===== src/rtl/seq_shift_add_multiplier.sv =====
`default_nettype none
// ============================================================================
//  Module   : seq_shift_add_multiplier
//  Purpose  : Sequential shift-and-add multiplier with an A:Q register pair.
//             One multiplier bit is consumed per clock. Operands are unsigned
//             or two's-complement, selected per operation. A start/ready/done
//             handshake allows back-to-back operations.
//  Revision : 1.0  initial release
// ============================================================================
module seq_shift_add_multiplier #(
  parameter int WIDTH = 4
) (
  input  logic                 clock,
  input  logic                 reset,
  input  logic                 start,
  input  logic                 signed_mode,
  input  logic [WIDTH-1:0]     M,
  input  logic [WIDTH-1:0]     Qin,
  output logic [2*WIDTH-1:0]   AQ,
  output logic                 ready,
  output logic                 done
);

  // The counter must be able to name every iteration index 0..WIDTH-1.
  localparam int CNT_W = $clog2(WIDTH + 1);
  localparam logic [CNT_W-1:0] LAST_ITER = CNT_W'(WIDTH - 1);
  localparam logic [CNT_W-1:0] CNT_ONE   = CNT_W'(1);

  typedef enum logic [0:0] {
    IDLE = 1'b0,
    RUN  = 1'b1
  } state_t;

  state_t state;
  state_t state_next;

  // Architectural registers and their next values.
  logic [WIDTH-1:0] a_reg;
  logic [WIDTH-1:0] a_next;
  logic [WIDTH-1:0] q_reg;
  logic [WIDTH-1:0] q_next;
  logic [WIDTH-1:0] m_reg;
  logic [WIDTH-1:0] m_next;
  logic             s_reg;
  logic             s_next;
  logic [CNT_W-1:0] cnt;
  logic [CNT_W-1:0] cnt_next;
  logic             done_reg;
  logic             done_next;

  // Datapath: one WIDTH+1-bit add/subtract stage.
  logic [WIDTH:0]   ax;
  logic [WIDTH:0]   mx;
  logic [WIDTH:0]   p;
  logic             last_iter;
  logic             sub_step;

  // FSM state register; reset wins over any start or running operation.
  always_ff @(posedge clock) begin
    if (reset) begin
      state <= IDLE;
    end else begin
      state <= state_next;
    end
  end

  // Datapath registers: A, Q, multiplicand, mode bit, counter and done pulse.
  always_ff @(posedge clock) begin
    if (reset) begin
      a_reg    <= '0;
      q_reg    <= '0;
      m_reg    <= '0;
      s_reg    <= 1'b0;
      cnt      <= '0;
      done_reg <= 1'b0;
    end else begin
      a_reg    <= a_next;
      q_reg    <= q_next;
      m_reg    <= m_next;
      s_reg    <= s_next;
      cnt      <= cnt_next;
      done_reg <= done_next;
    end
  end

  // Extend A and M by one bit (zero or sign) and form the partial sum P.
  // In signed mode the last multiplier bit carries negative weight, so that
  // iteration subtracts the multiplicand instead of adding it.
  always_comb begin
    ax        = s_reg ? {a_reg[WIDTH-1], a_reg} : {1'b0, a_reg};
    mx        = s_reg ? {m_reg[WIDTH-1], m_reg} : {1'b0, m_reg};
    last_iter = (cnt == LAST_ITER);
    sub_step  = s_reg & last_iter;
    p         = ax;
    if (q_reg[0]) begin
      if (sub_step) begin
        p = ax - mx;
      end else begin
        p = ax + mx;
      end
    end
  end

  // Next-state and register-update logic; every target defaults to hold.
  always_comb begin
    state_next = state;
    a_next     = a_reg;
    q_next     = q_reg;
    m_next     = m_reg;
    s_next     = s_reg;
    cnt_next   = cnt;
    done_next  = 1'b0;
    unique case (state)
      IDLE: begin
        if (start) begin
          a_next     = '0;
          q_next     = Qin;
          m_next     = M;
          s_next     = signed_mode;
          cnt_next   = '0;
          state_next = RUN;
        end
      end
      RUN: begin
        // Shift {P, Q[WIDTH-1:1]} into A:Q; P[WIDTH] becomes the new A MSB,
        // carrying the unsigned carry or the signed sign extension.
        a_next   = p[WIDTH:1];
        q_next   = {p[0], q_reg[WIDTH-1:1]};
        cnt_next = cnt + CNT_ONE;
        if (last_iter) begin
          state_next = IDLE;
          done_next  = 1'b1;
        end
      end
      default: begin
        state_next = IDLE;
      end
    endcase
  end

  assign AQ    = {a_reg, q_reg};
  assign ready = (state == IDLE);
  assign done  = done_reg;

endmodule
`default_nettype wire


===== config.mk =====
export PLATFORM = sky130hd
export DESIGN_NAME = seq_shift_add_multiplier
export DESIGN_NICKNAME = d
export VERILOG_FILES = /design/src/rtl/seq_shift_add_multiplier.sv
export SDC_FILE = /design/constraint.sdc
export NUM_CORES = 1
export LEC_CHECK = 0
export ABC_AREA = 1
export CAP_MARGIN = 20
export CORE_MARGIN = 2
export CORE_UTILIZATION = 53
export CTS_CLUSTER_DIAMETER = 200
export DETAILED_ROUTE_END_ITERATION = 6
export PLACE_DENSITY = 0.82
export SETUP_SLACK_MARGIN = 0.3
export SLEW_MARGIN = 30
export SYNTH_ARGS = -nofsm -noshare
export SYNTH_HDL_FRONTEND = slang
export SYNTH_SLANG_ARGS = --single-unit

===== constraint.sdc =====
create_clock -name clock -period 5 [get_ports clock]
set_input_delay 0.75 -clock clock [delete_from_list [all_inputs] [get_ports clock]]
set_output_delay 0.75 -clock clock [all_outputs]
set_load 0.1 [all_outputs]

==> impl_metrics.toml, run 1 <==
[placed_design]
globalplace.congestion = 0.757
hpwl_microns = 1700
port_buffers = 21
dp_cells = 180

[yosys]
synth_fp_nets = 155
synth.avg_cell_area_sq_um = 7.77
yosysSeqAreaShare_pct = 34.4
ys_types = 28
ys_warn_count = 0
netlist_area_sq_um = 1050
ys_ff_latch = 18
synth_cells = 135

[die]
start_util_pct = 54.6
io_pins = 22
rows = 16
fp.dieW_microns = 48.5
fp.coreArea_sq_um = 1920
die_area_sq_um = 2350
die_y_microns = 48.5

[clock_network]
clk_path_buf_depth = 2
clock_latency_ps = 300
clock-sinks = 18
clkTransAtPathRegs_ps = 100
cts_tree = "yes"
root_buffer = "clkbuf_4"
cts_buffers = 3
postCtsSetupRepairBufs = 0
cts_resized = 0
htreeDepth = 1
ctsHoldBuffers = 0

[cells_and_area]
fillers = 182
layoutNonFillerInstCount = 184
drive_above_1_share_pct = 11.5
diodes = 0
syn2layout_area_growth_pct = 23.5
nNetsFinal = 178

[critical_path]
rr_startpoint = "cnt[0]"
arrival_ps = 2100
regToRegSetupSlack_ps = 2670
critPathLaunch = "state"
worstSetupEndpointType = "output pin"
rr_worst_depth = 16
critPathLaunchType = "flop"
reg2reg_to = "a_reg[3]"
cp_slowest_stage_delay_ps = 1140
cp.required_ps = 4250
path_cells = "inv_4, clkdlybuf4s50_1"
worst-setup-path-type = "flop to output pin"
worstPathMaxFanout = 9
cp_slowest_cell = "clkdlybuf4s50_1"

[detailed_routing]
post_drt_wl_per_cell_microns = 12.2
wl_microns = 2240
dr.pass1.iters = 5
drt_iter0_markers = 23
num_vias = 972
ant_nets = 0
viasPerCell = 5.28
drc_errors = 0

[sta]
fmax_mhz = 350
relSlewSlack_pct = 35.1
min_period_ps = 2850
rsz0062_at_grt = "false"
timing.final.crit_share_pct = 57.1
tns_ps = 0
maxSlewViolCount = 0
setup_violations = 0
final_hold_viol_count = 0
worst_pin_slew_ps = 971
fin_skew_ps = 7.01

[grt]
gr-usage-met2_pct = 40.0
antenna_found_initial = 0
grt_busiest_layer = "met2"
grt_pass1_vias = 970
grtUsageMet3_pct = 4.01
track_usage_pct = 21.1
met1_usage_pct = 22.9
grt_max_degree = 12
overflow = 0
grt_pass1_wl_microns = 3920

[pwr]
ir_worst_vdd_uv = 164
p_leak_nw = 0.560
p_per_area_nw_per_um2 = 281
p_total_mw = 0.364

[flow_run]
maxCapViolations = 0

[min_path]
min_delay_path_depth = 1
min_to = "cnt[0]"
hp-class = "flop to flop"
min-delay-start = "cnt[0]"

[outcome]
status = "complete, no violations"
[synth_stat cells]
cell type,number,area share [%]
nor2_4,1,1.1
nand2_1,21,7.5
a221oi_1,1,0.84
nand2_2,3,1.8
inv_4,1,0.60
inv_1,23,8.2
ha_1,7,8.4
a21oi_1,11,5.3
nand4_1,1,0.60
o221ai_1,3,2.5
nand3_2,2,1.9
nand3_1,2,0.95
inv_2,3,1.1
o31ai_1,1,0.72
fa_1,1,1.9
buf_6,3,3.2
o32ai_1,1,0.84
nor2_1,9,3.2
nor2_2,1,0.60
o211ai_1,1,0.72
o21ai_1,6,2.9
o21ai_0,7,3.3
a22oi_1,1,0.72
nor2_8,1,1.9
a211oi_1,1,0.72
xor2_1,3,2.5
dfxtp_1,18,34
a21oi_2,2,1.7
[layer usage]
metal / wire, microns / share of wire [%] / vias to the layer above
met4: 64 / 2.9 / 0
met3: 107 / 4.8 / 8
li1: - / - / 486
met5: 0 / 0 / -
met2: 1150 / 52 / 33
met1: 911 / 41 / 445
[area by class of cell]
type	instances	area, sq um	share of cell area, %
Tap cell	27	33.8	2.61
Timing Repair Buffer	21	210	16.2
Inverter	27	104	8.02
Multi-Input combinational cell	87	551	42.5
Clock buffer	4	36.3	2.80
Sequential cell	18	360	27.8
[report_power, final]
group | internal [mW] | switching [mW] | total, mW
sequential | 0.151 | 0.00884 | 0.160
clock | 0.0444 | 0.0463 | 0.0907
combinational | 0.0398 | 0.0730 | 0.113
[worst max-delay path by stage]
stage	cells past startpoint	slack (ps)	endpoint
final	2	2150	ready
after global routing	2	2080	ready
after CTS	2	2150	ready
after detailed placement	2	2480	ready
after global placement	2	2490	ready
after floorplan	11	2680	a_reg[3]
[kinds of logic after synthesis]
| logic type | share of synthesized area (%) |
|---|---|
| buffers and inverters | 13.1 |
| flip-flops | 34.4 |
| adder cells (fa/ha/maj) | 10.3 |
| AND/OR/NAND/NOR | 19.6 |
| XOR/XNOR | 2.51 |
| AO/OA/AOI/OAI | 20.2 |
[cell usage in the layout, fill, tap and decap left out]
cell type / synthesis / final
a211oi_1: 1 / 1
a21oi_1: 11 / 11
a21oi_2: 2 / 2
a221oi_1: 1 / 1
a22oi_1: 1 / 1
clkbuf_4: 0 / 3
clkbuf_8: 0 / 1
clkdlybuf4s50_1: 0 / 21
dfxtp_1: 18 / 18
fa_1: 1 / 1
ha_1: 7 / 7
inv_1: 23 / 23
inv_2: 3 / 3
inv_4: 1 / 1
nand2_1: 21 / 21
nand2_2: 3 / 3
nand3_1: 2 / 2
nand3_2: 2 / 2
nand4_1: 1 / 1
nor2_1: 9 / 9
nor2_2: 1 / 1
nor2_4: 1 / 1
nor2_8: 1 / 1
o211ai_1: 1 / 1
o21ai_0: 7 / 7
o21ai_1: 6 / 6
o221ai_1: 3 / 3
o31ai_1: 1 / 1
o32ai_1: 1 / 1
xor2_1: 3 / 3
[worst max-delay path, delay by kind of cell, from the launching register on]
kind / cells / cell delay [ps]
buffers and inverters: 2 / 1310
DFF: 1 / 500
[per-stage QoR]
step | cell area (sq um) | hold slack (ps) | util (%) | worst slack, ps
3_3_place_gp | 1260 | 454 | 65.5 | 2490
4_1_cts | 1290 | 466 | 67.4 | 2150
2_1_floorplan | 1050 | 432 | - | 2680
3_5_place_dp | 1260 | 451 | 65.5 | 2480
5_1_grt | 1290 | 518 | 67.4 | 2080
6_report | 1290 | 466 | 67.4 | 2150
(Power assumes the default switching activity.)
==> inputs of run 2 (changes only) <==
- CORE_UTILIZATION: 53 -> 45
- PLACE_DENSITY: 0.82 -> 0.75
- clock period: 5 -> 2.6 ns (I/O delays scaled with it)
==> run 2 against run 1 <==
Power rose by 98%. Clock-buffer cell count did not move. Non-clock buffer count rose by 1. Hold slack improved by 26 ps. Critical path type is now flop to flop. Critical endpoint is now a_reg[2]. Highest routed layer unchanged.
==> impl_metrics.toml, run 2 (synthesis gave the netlist of run 1 again) <==
[sta]
timing.final.crit_share_pct = 83.3
setup_ws_ps = 433
worst_pin_slew_ps = 612
maxSlewViolCount = 0
fin_skew_ps = 5.39
rsz0062_at_grt = "true"
setup_violations = 0
fmax_mhz = 462
min_period_ps = 2170
final_hold_viol_count = 0
whs_ps = 492
relSlewSlack_pct = 59.2
tns_ps = 0

[die]
fp.coreArea_sq_um = 2210
fp.dieW_microns = 52.3
die_area_sq_um = 2730
rows = 17
io_pins = 22
die_y_microns = 52.3
start_util_pct = 47.4

[critical_path]
critPathLaunchType = "flop"
regToRegSetupSlack_ps = 430
path_delay_family = "compound AO/OA/AOI/OAI gates"
rr_worst_depth = 11
cp.required_ps = 2830
worst-path-stages = 11
crit_buf_inv = 1
worstPathMaxFanout = 4
cp_slowest_cell = "dfxtp_1"
rr_startpoint = "cnt[1]"
worst-setup-path-type = "flop to flop"
cp_slowest_stage_delay_ps = 390
cp_common_cell = "o21ai_1"
worstSetupEndpointType = "flop"
reg2reg_to = "a_reg[2]"
arrival_ps = 2390
path_cells = "ha_4, ha_4, nand2_4, o21ai_1, inv_1, ha_1, nand2_1, o21ai_1, xor2_1, o21ai_1, a21oi_1"

[min_path]
min-delay-start = "cnt[0]"
min_to = "cnt[0]"
hp-class = "flop to flop"
min_delay_path_depth = 1

[cells_and_area]
nNetsFinal = 179
layoutNonFillerInstCount = 186
drive_above_1_share_pct = 24.1
final_area_sq_um = 1340
final_cell_mix = "inv_1 (23), nand2_1 (21), dfxtp_1 (15)"
diodes = 0
final_common_cell = "inv_1"
syn2layout_area_growth_pct = 27.4

[placed_design]
dp_cells = 181
dp_slack_ps = 274
port_buffers = 21
hpwl_microns = 1700
globalplace.congestion = 0.858
placed_area_sq_um = 1240

[pwr]
p_sw_share_pct = 35.8
power.internal_mw = 0.462
p_sw_mw = 0.258
p_comb_share_pct = 31.8
ir_worst_vdd_uv = 303
p_seq_share_pct = 43.3
p_per_area_nw_per_um2 = 539
p_leak_nw = 0.597
pwr-share-clk_pct = 24.9

[clock_network]
root_buffer = "clkbuf_4"
cts_buffers = 3
clock-sinks = 18
htreeDepth = 1
cts_tree = "yes"
ctsHoldBuffers = 0
clkTransAtPathRegs_ps = 110
clk_path_buf_depth = 2
clock_latency_ps = 300

[detailed_routing]
drc_errors = 0
viasPerCell = 5.18
ant_nets = 0
drt_iter0_markers = 24
post_drt_wl_per_cell_microns = 12.4
wl_microns = 2310
num_vias = 964
dr.pass1.iters = 4

[grt]
grt_pass1_vias = 883
grt_max_degree = 12
grt_pass1_wl_microns = 3590
overflow = 0
track_usage_pct = 17.8
antenna_found_initial = 0

[flow_run]
maxCapViolations = 0

[outcome]
status = "complete, no violations"
[run 2: layout make-up]
type                            instances  area, sq um
Fill cell                             223          876
Multi-Input combinational cell         87          604
Sequential cell                        18          364
Timing Repair Buffer                   22          193
Inverter                               27          104
Clock buffer                            4         36.3
Tap cell                               28         35.0
[run 2: per-stage QoR]
step | power (mW) | util, %
after floorplan | 0.475 | -
after global placement | 0.517 | 55.9
after detailed placement | 0.524 | 55.9
after CTS | 0.704 | 57.6
after global routing | 0.759 | 60.4
final | 0.721 | 60.4
[run 2: worst max path at each step]
stage	startpoint	to	slack (ps)
4_1_cts	cnt[0]	a_reg[3]	320
2_1_floorplan	a_reg[1]	a_reg[3]	370
3_3_place_gp	cnt[0]	a_reg[3]	450
3_5_place_dp	cnt[0]	a_reg[2]	270
6_report	cnt[1]	a_reg[2]	430
5_1_grt	cnt[0]	a_reg[3]	280
[run 2: power groups by stage]
| stage | sequential, mW | clock, mW | combinational [mW] |
|---|---|---|---|
| final | 0.312 | 0.180 | 0.229 |
| after global routing | 0.314 | 0.194 | 0.251 |
| after CTS | 0.308 | 0.185 | 0.211 |
| after detailed placement | 0.315 | 0 | 0.209 |
| after global placement | 0.314 | 0 | 0.203 |
| after floorplan | 0.347 | 0 | 0.128 |
[run 2: what timing repair did]
item,in CTS,in global routing
cloned,0,0
resized for setup,2,10
setup endpoints to repair,2,2
pin swaps,0,9
buffers inserted,0,1
endpoints found under the hold margin,0,0
[run 2: layer usage]
layer / global-route usage (%) / up-vias / wire (microns)
li1: - / 491 / -
met1: 21.5 / 450 / 989
met2: 31.4 / 20 / 1220
met3: 2.57 / 3 / 68
met4: 7.26 / 0 / 32
met5: 0 / - / 0
